===== src/rtl/video_dram_arb_pkg.sv =====
// Shared encodings for the video/CPU/DMA DRAM slot arbiter: owner codes,
// video bandwidth codes and the default slot-phase width.
package video_dram_arb_pkg;

  typedef enum logic [1:0] {
    OWN_IDLE = 2'b00,
    OWN_VID  = 2'b01,
    OWN_CPU  = 2'b10,
    OWN_DMA  = 2'b11
  } owner_e;

  typedef enum logic [1:0] {
    BW_NONE = 2'b00,
    BW_1_8  = 2'b01,
    BW_1_4  = 2'b10,
    BW_1_2  = 2'b11
  } video_bw_e;

  localparam int PHASE_W_DEF = 3;

  // One-hot {dma, cpu, vid} view of an owner, used for the next/strobe pulses.
  function automatic logic [2:0] owner_onehot(input owner_e o);
    case (o)
      OWN_VID: owner_onehot = 3'b001;
      OWN_CPU: owner_onehot = 3'b010;
      OWN_DMA: owner_onehot = 3'b100;
      default: owner_onehot = 3'b000;
    endcase
  endfunction

endpackage


===== src/rtl/video_dram_arb_if.sv =====
// Memory-port bundle between the slot timing/requesters and the DRAM arbiter.
// master: timing source and requesters; slave: the arbiter.
interface video_dram_arb_if;
  logic       pre_cend;
  logic       cend;
  logic       video_go;
  logic [1:0] video_bw;
  logic       video_next;
  logic       video_strobe;
  logic       cpu_req;
  logic       cpu_next;
  logic       cpu_strobe;
  logic       dma_req;
  logic       dma_next;
  logic       dma_strobe;
  logic       dram_req;
  logic [1:0] owner;

  modport master (
    output pre_cend, cend, video_go, video_bw, cpu_req, dma_req,
    input  video_next, video_strobe, cpu_next, cpu_strobe,
           dma_next, dma_strobe, dram_req, owner
  );

  modport slave (
    input  pre_cend, cend, video_go, video_bw, cpu_req, dma_req,
    output video_next, video_strobe, cpu_next, cpu_strobe,
           dma_next, dma_strobe, dram_req, owner
  );
endinterface


===== src/rtl/video_dram_arb_phase.sv =====
// Slot phase counter inside a video fetch burst and the decode of whether the
// upcoming slot (the phase value taken at the next cend) belongs to video.
module video_dram_arb_phase
  import video_dram_arb_pkg::*;
#(
  parameter int PHASE_W = PHASE_W_DEF
) (
  input  logic       clk,
  input  logic       rst,
  input  logic       cend,
  input  logic       video_go,
  input  logic [1:0] video_bw,
  output logic       vid_slot
);

  logic [PHASE_W-1:0] phase_q, phase_d, phase_nxt;

  always_comb begin
    phase_nxt = video_go ? phase_q + 1'b1 : '0;
    phase_d   = cend ? phase_nxt : phase_q;
    vid_slot  = 1'b0;
    case (video_bw)
      BW_1_8:  vid_slot = (phase_nxt == PHASE_W'(7));
      BW_1_4:  vid_slot = (phase_nxt[1:0] == 2'b11);
      BW_1_2:  vid_slot = phase_nxt[0];
      default: vid_slot = 1'b0;
    endcase
    vid_slot = vid_slot & video_go;
  end

  always_ff @(posedge clk or posedge rst) begin
    if (rst) phase_q <= '0;
    else     phase_q <= phase_d;
  end

endmodule


===== src/rtl/video_dram_arb.sv =====
// Per-slot DRAM arbiter: video gets bandwidth-dependent slots, leftovers go to
// CPU then DMA. Optional DMA anti-starvation via `VIDEO_DRAM_ARB_FAIR_EN.
module video_dram_arb
  import video_dram_arb_pkg::*;
#(
  parameter int DMA_STARVE_LIM = 4,
  parameter int PHASE_W        = PHASE_W_DEF
) (
  input logic              clk,
  input logic              rst,
  video_dram_arb_if.slave  bus
);

  if (DMA_STARVE_LIM < 1 || PHASE_W < 3) begin : g_param_check
    $error("video_dram_arb: DMA_STARVE_LIM must be >= 1 and PHASE_W >= 3");
  end

  owner_e     owner_q, owner_d, nxt_q, nxt_d, nxt_c;
  logic       armed_q, armed_d;
  logic       dram_req_q, dram_req_d;
  logic [2:0] next_q, next_d, strobe_q, strobe_d;
  logic       vid_slot;
  logic       dma_first;

  video_dram_arb_phase #(.PHASE_W(PHASE_W)) u_phase (
    .clk      (clk),
    .rst      (rst),
    .cend     (bus.cend),
    .video_go (bus.video_go),
    .video_bw (bus.video_bw),
    .vid_slot (vid_slot)
  );

  // Owner decision; the owner of the slot ending now is never re-granted.
  always_comb begin
    nxt_c = OWN_IDLE;
    if (vid_slot)                                         nxt_c = OWN_VID;
    else if (dma_first && bus.dma_req && owner_q != OWN_DMA) nxt_c = OWN_DMA;
    else if (bus.cpu_req && owner_q != OWN_CPU)           nxt_c = OWN_CPU;
    else if (bus.dma_req && owner_q != OWN_DMA)           nxt_c = OWN_DMA;
  end

  // A decision is only honoured by a cend on the very next clock.
  always_comb begin
    nxt_d    = bus.pre_cend ? nxt_c : nxt_q;
    armed_d  = bus.pre_cend;
    owner_d  = owner_q;
    next_d   = '0;
    strobe_d = '0;
    if (bus.cend) begin
      owner_d  = armed_q ? nxt_q : OWN_IDLE;
      next_d   = owner_onehot(owner_d);
      strobe_d = owner_onehot(owner_q);
    end
    dram_req_d = (owner_d != OWN_IDLE);
  end

  always_ff @(posedge clk or posedge rst) begin
    if (rst) begin
      owner_q    <= OWN_IDLE;
      nxt_q      <= OWN_IDLE;
      armed_q    <= 1'b0;
      dram_req_q <= 1'b0;
      next_q     <= '0;
      strobe_q   <= '0;
    end else begin
      owner_q    <= owner_d;
      nxt_q      <= nxt_d;
      armed_q    <= armed_d;
      dram_req_q <= dram_req_d;
      next_q     <= next_d;
      strobe_q   <= strobe_d;
    end
  end

`ifdef VIDEO_DRAM_ARB_FAIR_EN
  localparam int STARVE_W = $clog2(DMA_STARVE_LIM + 1);

  logic [STARVE_W-1:0] starve_q, starve_d;

  assign dma_first = (starve_q >= STARVE_W'(DMA_STARVE_LIM));

  // Counts non-video slots DMA asked for but lost; saturates at the limit.
  always_comb begin
    starve_d = starve_q;
    if (!bus.dma_req) begin
      starve_d = '0;
    end else if (bus.pre_cend && !vid_slot) begin
      if (nxt_c == OWN_DMA)  starve_d = '0;
      else if (!dma_first)   starve_d = starve_q + 1'b1;
    end
  end

  always_ff @(posedge clk or posedge rst) begin
    if (rst) starve_q <= '0;
    else     starve_q <= starve_d;
  end
`else
  assign dma_first = 1'b0;
`endif

  assign bus.video_next   = next_q[0];
  assign bus.cpu_next     = next_q[1];
  assign bus.dma_next     = next_q[2];
  assign bus.video_strobe = strobe_q[0];
  assign bus.cpu_strobe   = strobe_q[1];
  assign bus.dma_strobe   = strobe_q[2];
  assign bus.dram_req     = dram_req_q;
  assign bus.owner        = owner_q;

endmodule

===== src/flat_wrapper.sv =====
// flat-port wrapper written by rule: the top's interface ports become plain ports
module video_dram_arb_flat import video_dram_arb_pkg::*;
#(
  parameter int DMA_STARVE_LIM = 4,
  parameter int PHASE_W        = PHASE_W_DEF
)
  (clk, rst, bus_pre_cend, bus_cend, bus_video_go, bus_video_bw, bus_cpu_req, bus_dma_req, bus_video_next, bus_video_strobe, bus_cpu_next, bus_cpu_strobe, bus_dma_next, bus_dma_strobe, bus_dram_req, bus_owner);
  video_dram_arb_if bus_i ();
  input logic clk;
  input logic rst;
  input wire logic [$bits(bus_i.pre_cend)-1:0] bus_pre_cend;
  input wire logic [$bits(bus_i.cend)-1:0] bus_cend;
  input wire logic [$bits(bus_i.video_go)-1:0] bus_video_go;
  input wire logic [$bits(bus_i.video_bw)-1:0] bus_video_bw;
  input wire logic [$bits(bus_i.cpu_req)-1:0] bus_cpu_req;
  input wire logic [$bits(bus_i.dma_req)-1:0] bus_dma_req;
  output wire logic [$bits(bus_i.video_next)-1:0] bus_video_next;
  output wire logic [$bits(bus_i.video_strobe)-1:0] bus_video_strobe;
  output wire logic [$bits(bus_i.cpu_next)-1:0] bus_cpu_next;
  output wire logic [$bits(bus_i.cpu_strobe)-1:0] bus_cpu_strobe;
  output wire logic [$bits(bus_i.dma_next)-1:0] bus_dma_next;
  output wire logic [$bits(bus_i.dma_strobe)-1:0] bus_dma_strobe;
  output wire logic [$bits(bus_i.dram_req)-1:0] bus_dram_req;
  output wire logic [$bits(bus_i.owner)-1:0] bus_owner;
  assign bus_i.pre_cend = bus_pre_cend;
  assign bus_i.cend = bus_cend;
  assign bus_i.video_go = bus_video_go;
  assign bus_i.video_bw = bus_video_bw;
  assign bus_i.cpu_req = bus_cpu_req;
  assign bus_i.dma_req = bus_dma_req;
  assign bus_video_next = bus_i.video_next;
  assign bus_video_strobe = bus_i.video_strobe;
  assign bus_cpu_next = bus_i.cpu_next;
  assign bus_cpu_strobe = bus_i.cpu_strobe;
  assign bus_dma_next = bus_i.dma_next;
  assign bus_dma_strobe = bus_i.dma_strobe;
  assign bus_dram_req = bus_i.dram_req;
  assign bus_owner = bus_i.owner;
  video_dram_arb #(.DMA_STARVE_LIM(DMA_STARVE_LIM), .PHASE_W(PHASE_W)) u_core (.clk(clk), .rst(rst), .bus(bus_i));
endmodule

===== config.mk =====
export PLATFORM = sky130hd
export DESIGN_NAME = video_dram_arb_flat
export DESIGN_NICKNAME = d
export VERILOG_FILES = /design/src/rtl/video_dram_arb_pkg.sv /design/src/rtl/video_dram_arb_if.sv /design/src/rtl/video_dram_arb_phase.sv /design/src/rtl/video_dram_arb.sv /design/src/flat_wrapper.sv
export SDC_FILE = /design/constraint.sdc
export NUM_CORES = 1
export LEC_CHECK = 0
export CORE_UTILIZATION = 40
export CTS_BUF_LIST = sky130_fd_sc_hd__clkbuf_4 sky130_fd_sc_hd__clkbuf_8 sky130_fd_sc_hd__clkbuf_16
export DETAILED_ROUTE_END_ITERATION = 7
export DONT_BUFFER_PORTS = 1
export RECOVER_POWER = 25
export SETUP_SLACK_MARGIN = 0.2
export SYNTH_ARGS = -nofsm -noshare
export SYNTH_HDL_FRONTEND = slang
export SYNTH_SLANG_ARGS = --single-unit
export TNS_END_PERCENT = 1

===== constraint.sdc =====
create_clock -name clk -period 3.6 [get_ports clk]
set_clock_uncertainty 0.15 [all_clocks]
set_input_delay 0.36 -clock clk [delete_from_list [all_inputs] [get_ports clk]]
set_output_delay 0.36 -clock clk [all_outputs]
set_load 0.02 [all_outputs]

==> qor.csv, run 1 <==
metric,value,unit
outcome,"finished, final reports clean",
multi_input_area,200,µm²
dieArea,1680,µm²
antenna_found_initial,0,
maxSlewViolCount,0,
die_h,41.0,µm
hold_ws,0.0185,ns
async_flop_share,100,%
place_ws,2.12,ns
hold_buffers,3,
synth-main-ff-cell,dfrtp_1,
synth.distinct_cells,22,
cp-end-kind,register,
grt_pass1_wl,1610,µm
vias,410,
clock_path_buffers,2,
viasPerCell,5.54,
portBuffers,0,
grt.overflow.total,0,
cts.repair.resized,0,
rsz0062_at_grt,no,
worstReg2RegEnd,u_core.nxt_q[1],
synth.net_count,63,
worstPathRequired,3.62,ns
chipWidth,41.0,µm
gp_congestion,0.743,
yosys_warnings,0,
synth_top_cells_by_count,"dfrtp_1, inv_1, o21ai_0, and3_1, mux2i_1",
cts_setup_buffers,0,
synth_seq_cells,15,
hpwl,721,µm
htreeDepth,1,
synth_edf_count,0,
pwr_density_cell,520,nW/µm²
netlist_instances,53,
yosysTopAreaCell,dfrtp_1,
antennaDiodeCount,0,
setup_tns,0,ns
regToRegSetupSlack,2.10,ns
max_freq,0.668,GHz
synth_most_common_cell,dfrtp_1,
yosysTopAreaCellShare,61.6,%
cp_cell_sequence,ha_1 > nand4b_1 > o22a_1 > a22o_1,
synth_area_per_cell,11.5,µm²
syn_to_final_growth,11.7,%
critPathKind,reg2reg,
min_to,u_core.u_phase.phase_q[0],
insertion_delay,0.27,ns
cts_sinks,15,
drtAntennaViolNets,0,
ios,18,
wl_per_cell,13.8,µm
synth-seq-area-share,61.6,%
hold_start,bus_cend,
r2r-start,u_core.u_phase.phase_q[0],
cts-root-buf,clkbuf_4,
met3_usage,4.35,%
crit_path_start_kind,register,
finalSetupViolations,0,
initial_core_util,44.6,%
min_path_type,in2reg,
worst_pin_slew,0.547,ns
seq_area,375,µm²
min_period_over_period,41.6,%
dr.pass1.iters,4,
drt_iter0_drc,6,
fin_ws,2.10,ns
path_clk_slew,0.08,ns
peakVddDrop,0.000236,V
grt_pass1_vias,375,
cts_tree,done,
use_met1,21.7,%
period_needed,1.50,ns
grt_usage,15.2,%
ys_top_cells_by_area,"dfrtp_1, mux2i_1, inv_1",
hold-path-cell-count,1,
finalNetCount,70,
cts_buffers,3,
p_leak,0.329,nW
slowest_stage,dfrtp_1,
fillCellCount,141,
grt_util_met2,19.5,%
top_usage_layer,met1,
slew-limit-headroom,63.5,%
netlist_area,609,µm²
drcViolationCount,0,
core-area,1370,µm²
worstRegToRegCells,4,
arrival,1.52,ns
cap_violations,0,
wl,1020,µm
hold_viol_final,0,
rows,13,
drive_gt1_share,6.78,%
grt_max_degree,16,
critical_path.max_stage_delay,0.42,ns
path_max_fanout,4,
layout by cell type, fill, tap and decap left out:
| cell | n |
|---|---|
| a21oi_1 | 2 |
| clkbuf_4 | 4 |
| or2_1 | 1 |
| dfrtp_1 | 15 |
| nand3_1 | 2 |
| nor2_1 | 2 |
| a22o_1 | 1 |
| o22ai_1 | 1 |
| o21ai_0 | 4 |
| nand3b_1 | 1 |
| xnor2_1 | 1 |
| inv_1 | 7 |
| a22oi_1 | 1 |
| mux2i_1 | 3 |
| nand4b_1 | 1 |
| o2bb2ai_1 | 1 |
| and3_1 | 3 |
| ha_1 | 1 |
| o211ai_1 | 1 |
| nand2_1 | 2 |
| o22a_1 | 1 |
| dlygate4sd3_1 | 3 |
| nor3_1 | 1 |
through the flow:
stage | instances | utilization (%) | cell area [µm²] | total power (W)
after global routing | 74 | 49.8 | 681 | 0.000374
after CTS | 74 | 49.8 | 681 | 0.000358
final | 74 | 49.8 | 681 | 0.000354
after global placement | 67 | 45.4 | 621 | 0.000254
after floorplan | 53 | - | 609 | 0.000247
after detailed placement | 67 | 45.4 | 621 | 0.000255
registers in the layout (all words and copies together), names as in the netlist:
register                cells
u_core.armed_q              1
u_core.u_phase.phase_q      3
u_core.next_q               3
u_core.nxt_q                2
u_core.strobe_q             3
u_core.bus.dram_req         1
u_core.bus.owner            2
where the power goes:
part           internal [W]  switching, W  leakage (nW)   total, W
clock             0.0000504     0.0000490        0.0184  0.0000995
sequential         0.000186     0.0000246         0.195   0.000211
combinational     0.0000225     0.0000215         0.116  0.0000439
total              0.000259     0.0000951         0.329   0.000354
worst max-delay path by stage:
stage,from,to,slack (ns)
final,u_core.u_phase.phase_q[0],u_core.nxt_q[1],2.10
after global routing,u_core.u_phase.phase_q[0],u_core.nxt_q[1],2.02
after CTS,u_core.u_phase.phase_q[0],u_core.nxt_q[1],2.11
after detailed placement,u_core.u_phase.phase_q[0],u_core.nxt_q[1],2.12
after floorplan,u_core.u_phase.phase_q[0],u_core.nxt_q[1],2.18
after global placement,u_core.u_phase.phase_q[0],u_core.nxt_q[1],2.15
cell type report:
type / instances / share of cell area, %
flip-flops and latches: 15 / 55.1
multi-input cells: 30 / 29.4
clock buffers: 4 / 4.41
repair buffers: 3 / 4.41
inverters: 7 / 3.86
well taps: 15 / 2.76
critical path, delay by kind of cell (launching register included):
family	cells	cell delay, ns
compound gates	2	0.39
flops	1	0.42
fa+ha+maj	1	0.33
simple gates	1	0.10
cell families after synthesis:
| group | after synthesis | share of synthesized area (%) |
|---|---|---|
| AND/OR/NAND/NOR | 13 | 11.7 |
| buffers and inverters | 8 | 5.55 |
| flip-flops | 15 | 61.6 |
| adder cells (fa/ha/maj) | 1 | 2.05 |
| multiplexers | 3 | 4.93 |
| AO/OA/AOI/OAI | 12 | 12.7 |
| XOR/XNOR | 1 | 1.44 |
layer usage:
metal  up-vias  wire, µm
li1        195         -
met1       198       490
met2        15       456
met3         2        61
met4         0        12
met5         -         0
Power figures use the tool's default switching activity.
==> run 2, diff against run 1 <==
Clock period 3.6 ns to 1.23 ns, I/O delays scaled along.
==> run 2 against run 1 <==
Compared with the run above: the run now ends with negative setup slack left; non-clock buffer count rose by 7; combinational power rose to 4.2 times the previous value; critical path depth did not move; maximum frequency rose by 4.7%; sequential share of layout area fell by 5.5 points; hold slack got worse by 0.0095 ns; sequential power rose to 2.9 times the previous value; power rose to 3.0 times the previous value; design area rose by 12%; cell count rose by 9.5%; die area did not move.
==> qor.csv, run 2 (synthesized netlist as in run 1, its figures left out) <==
metric,value,unit
r2r-start,u_core.u_phase.phase_q[1],
multi_input_area,213,µm²
arrival,1.45,ns
die_h,41.0,µm
dieArea,1680,µm²
rsz0062_at_grt,yes,
grt.overflow.total,0,
cp-endpoint,u_core.nxt_q[1],
min_period_over_period,116,%
min_path_type,in2reg,
fin_ws,-0.199,ns
path_clk_slew,0.09,ns
cp-end-kind,register,
drcViolationCount,0,
viasPerCell,5.25,
fillCellCount,131,
peakVddDrop,0.000617,V
p_leak,0.365,nW
ios,18,
worstPathRequired,1.25,ns
initial_core_util,44.6,%
grt_max_degree,16,
grt_pass1_vias,338,
final_common_cell,dfrtp_1,
largest_registers,"u_core.next_q: 3 flops, u_core.strobe_q: 3 flops, u_core.u_phase.phase_q: 3 flops",
slew-limit-headroom,62.9,%
cap_violations,0,
worstRegToRegCells,4,
hpwl,729,µm
cts_tree,done,
cp-startpoint,u_core.u_phase.phase_q[1],
grt_usage,15.8,%
worstReg2RegEnd,u_core.nxt_q[1],
grt_pass1_wl,1530,µm
htreeDepth,1,
vias,425,
finalSetupViolations,2,
critPathKind,reg2reg,
dr.pass1.iters,4,
gp_congestion,0.737,
syn_to_final_growth,25.7,%
drtAntennaViolNets,0,
cts_setup_buffers,0,
utilization,56.0,%
drt_iter0_drc,10,
clock_path_buffers,2,
max_freq,0.700,GHz
hold_viol_final,0,
cts_sinks,15,
drive_gt1_share,19.7,%
antenna_found_initial,0,
insertion_delay,0.28,ns
finalNetCount,77,
place_ws,-0.182,ns
worst_pin_slew,0.556,ns
seq_area,380,µm²
crit_path_start_kind,register,
regToRegSetupSlack,-0.20,ns
outcome,finished with violations,
maxSlewViolCount,0,
period_needed,1.43,ns
wl,1020,µm
path_max_fanout,3,
violations,negative setup slack,
power,0.00107,W
cts-root-buf,clkbuf_4,
pwr_density_cell,1390,nW/µm²
most-common-layout-cells,"dfrtp_1, inv_1, dlygate4sd3_1",
portBuffers,0,
setup_tns,-0.338,ns
chipWidth,41.0,µm
rows,13,
antennaDiodeCount,0,
wl_per_cell,12.5,µm
core-area,1370,µm²
cts_buffers,3,
## run 2: cell types whose count changed in the layout (fill, tap and decap cells not counted), moves of 2 or more
cell,change
buf_4,+2
buf_6,+2
dfrtp_1,-4
dfrtp_2,+4
dlygate4sd3_1,+2
o21ai_0,-3
o21ai_1,+3
## run 2: critical path: stages (launching register included)
cell      delay, ns
dfrtp_1        0.42
ha_4           0.28
o211ai_1       0.08
o22a_1         0.22
a22o_1         0.18
## run 2: how the worst min path moves through the flow
stage / cells after the start / slack (ns) / to / from
after floorplan: 1 / -0.13 / u_core.armed_q / rst
after global placement: 1 / -0.06 / u_core.bus.dram_req / rst
after detailed placement: 1 / -0.06 / u_core.bus.dram_req / rst
after CTS: 1 / -0.20 / u_core.u_phase.phase_q[2] / bus_video_go
after global routing: 3 / 0.02 / u_core.nxt_q[1] / bus_pre_cend
final: 3 / 0.009 / u_core.nxt_q[1] / bus_pre_cend
## run 2: per-stage QoR
step           instances  area, µm²  hold WS, ns
2_1_floorplan         53        622       -0.126
3_3_place_gp          71        663      -0.0558
3_5_place_dp          71        663      -0.0625
4_1_cts               80        751       -0.199
5_1_grt               81        766       0.0163
6_report              81        766      0.00901
## run 2: final cells by class
type / count / area share (%)
multi-input combinational: 30 / 27.8
timing repair buffer: 10 / 13.1
clock buffer: 3 / 2.94
tap: 15 / 2.45
clock inverter: 1 / 0.654
sequential: 15 / 49.7
inverter: 7 / 3.43
## run 2: routing by layer
| layer | track usage (%) | wire length, µm | share of wire [%] | up-vias |
|---|---|---|---|---|
| met4 | 12.5 | 12 | 1.2 | 0 |
| met1 | 20.1 | 476 | 47 | 198 |
| met5 | 0 | 0 | 0 | - |
| met2 | 19.5 | 473 | 47 | 15 |
| met3 | 8.15 | 52 | 5.1 | 2 |
| li1 | - | - | - | 210 |
## run 2: power breakdown
part	total [W]	switching [W]	internal (W)	leakage [nW]
clock	0.000269	0.000148	0.000121	0.0177
combinational	0.000186	0.0000869	0.0000996	0.159
sequential	0.000610	0.0000631	0.000547	0.189
total	0.00107	0.000298	0.000767	0.365
## run 2: timing repair
item                       CTS  global route
hold endpoints to repair    30             3
setup endpoints to repair    8            23
hold buffers                 5             1
resized for setup            7             3
pin swaps                    3             2
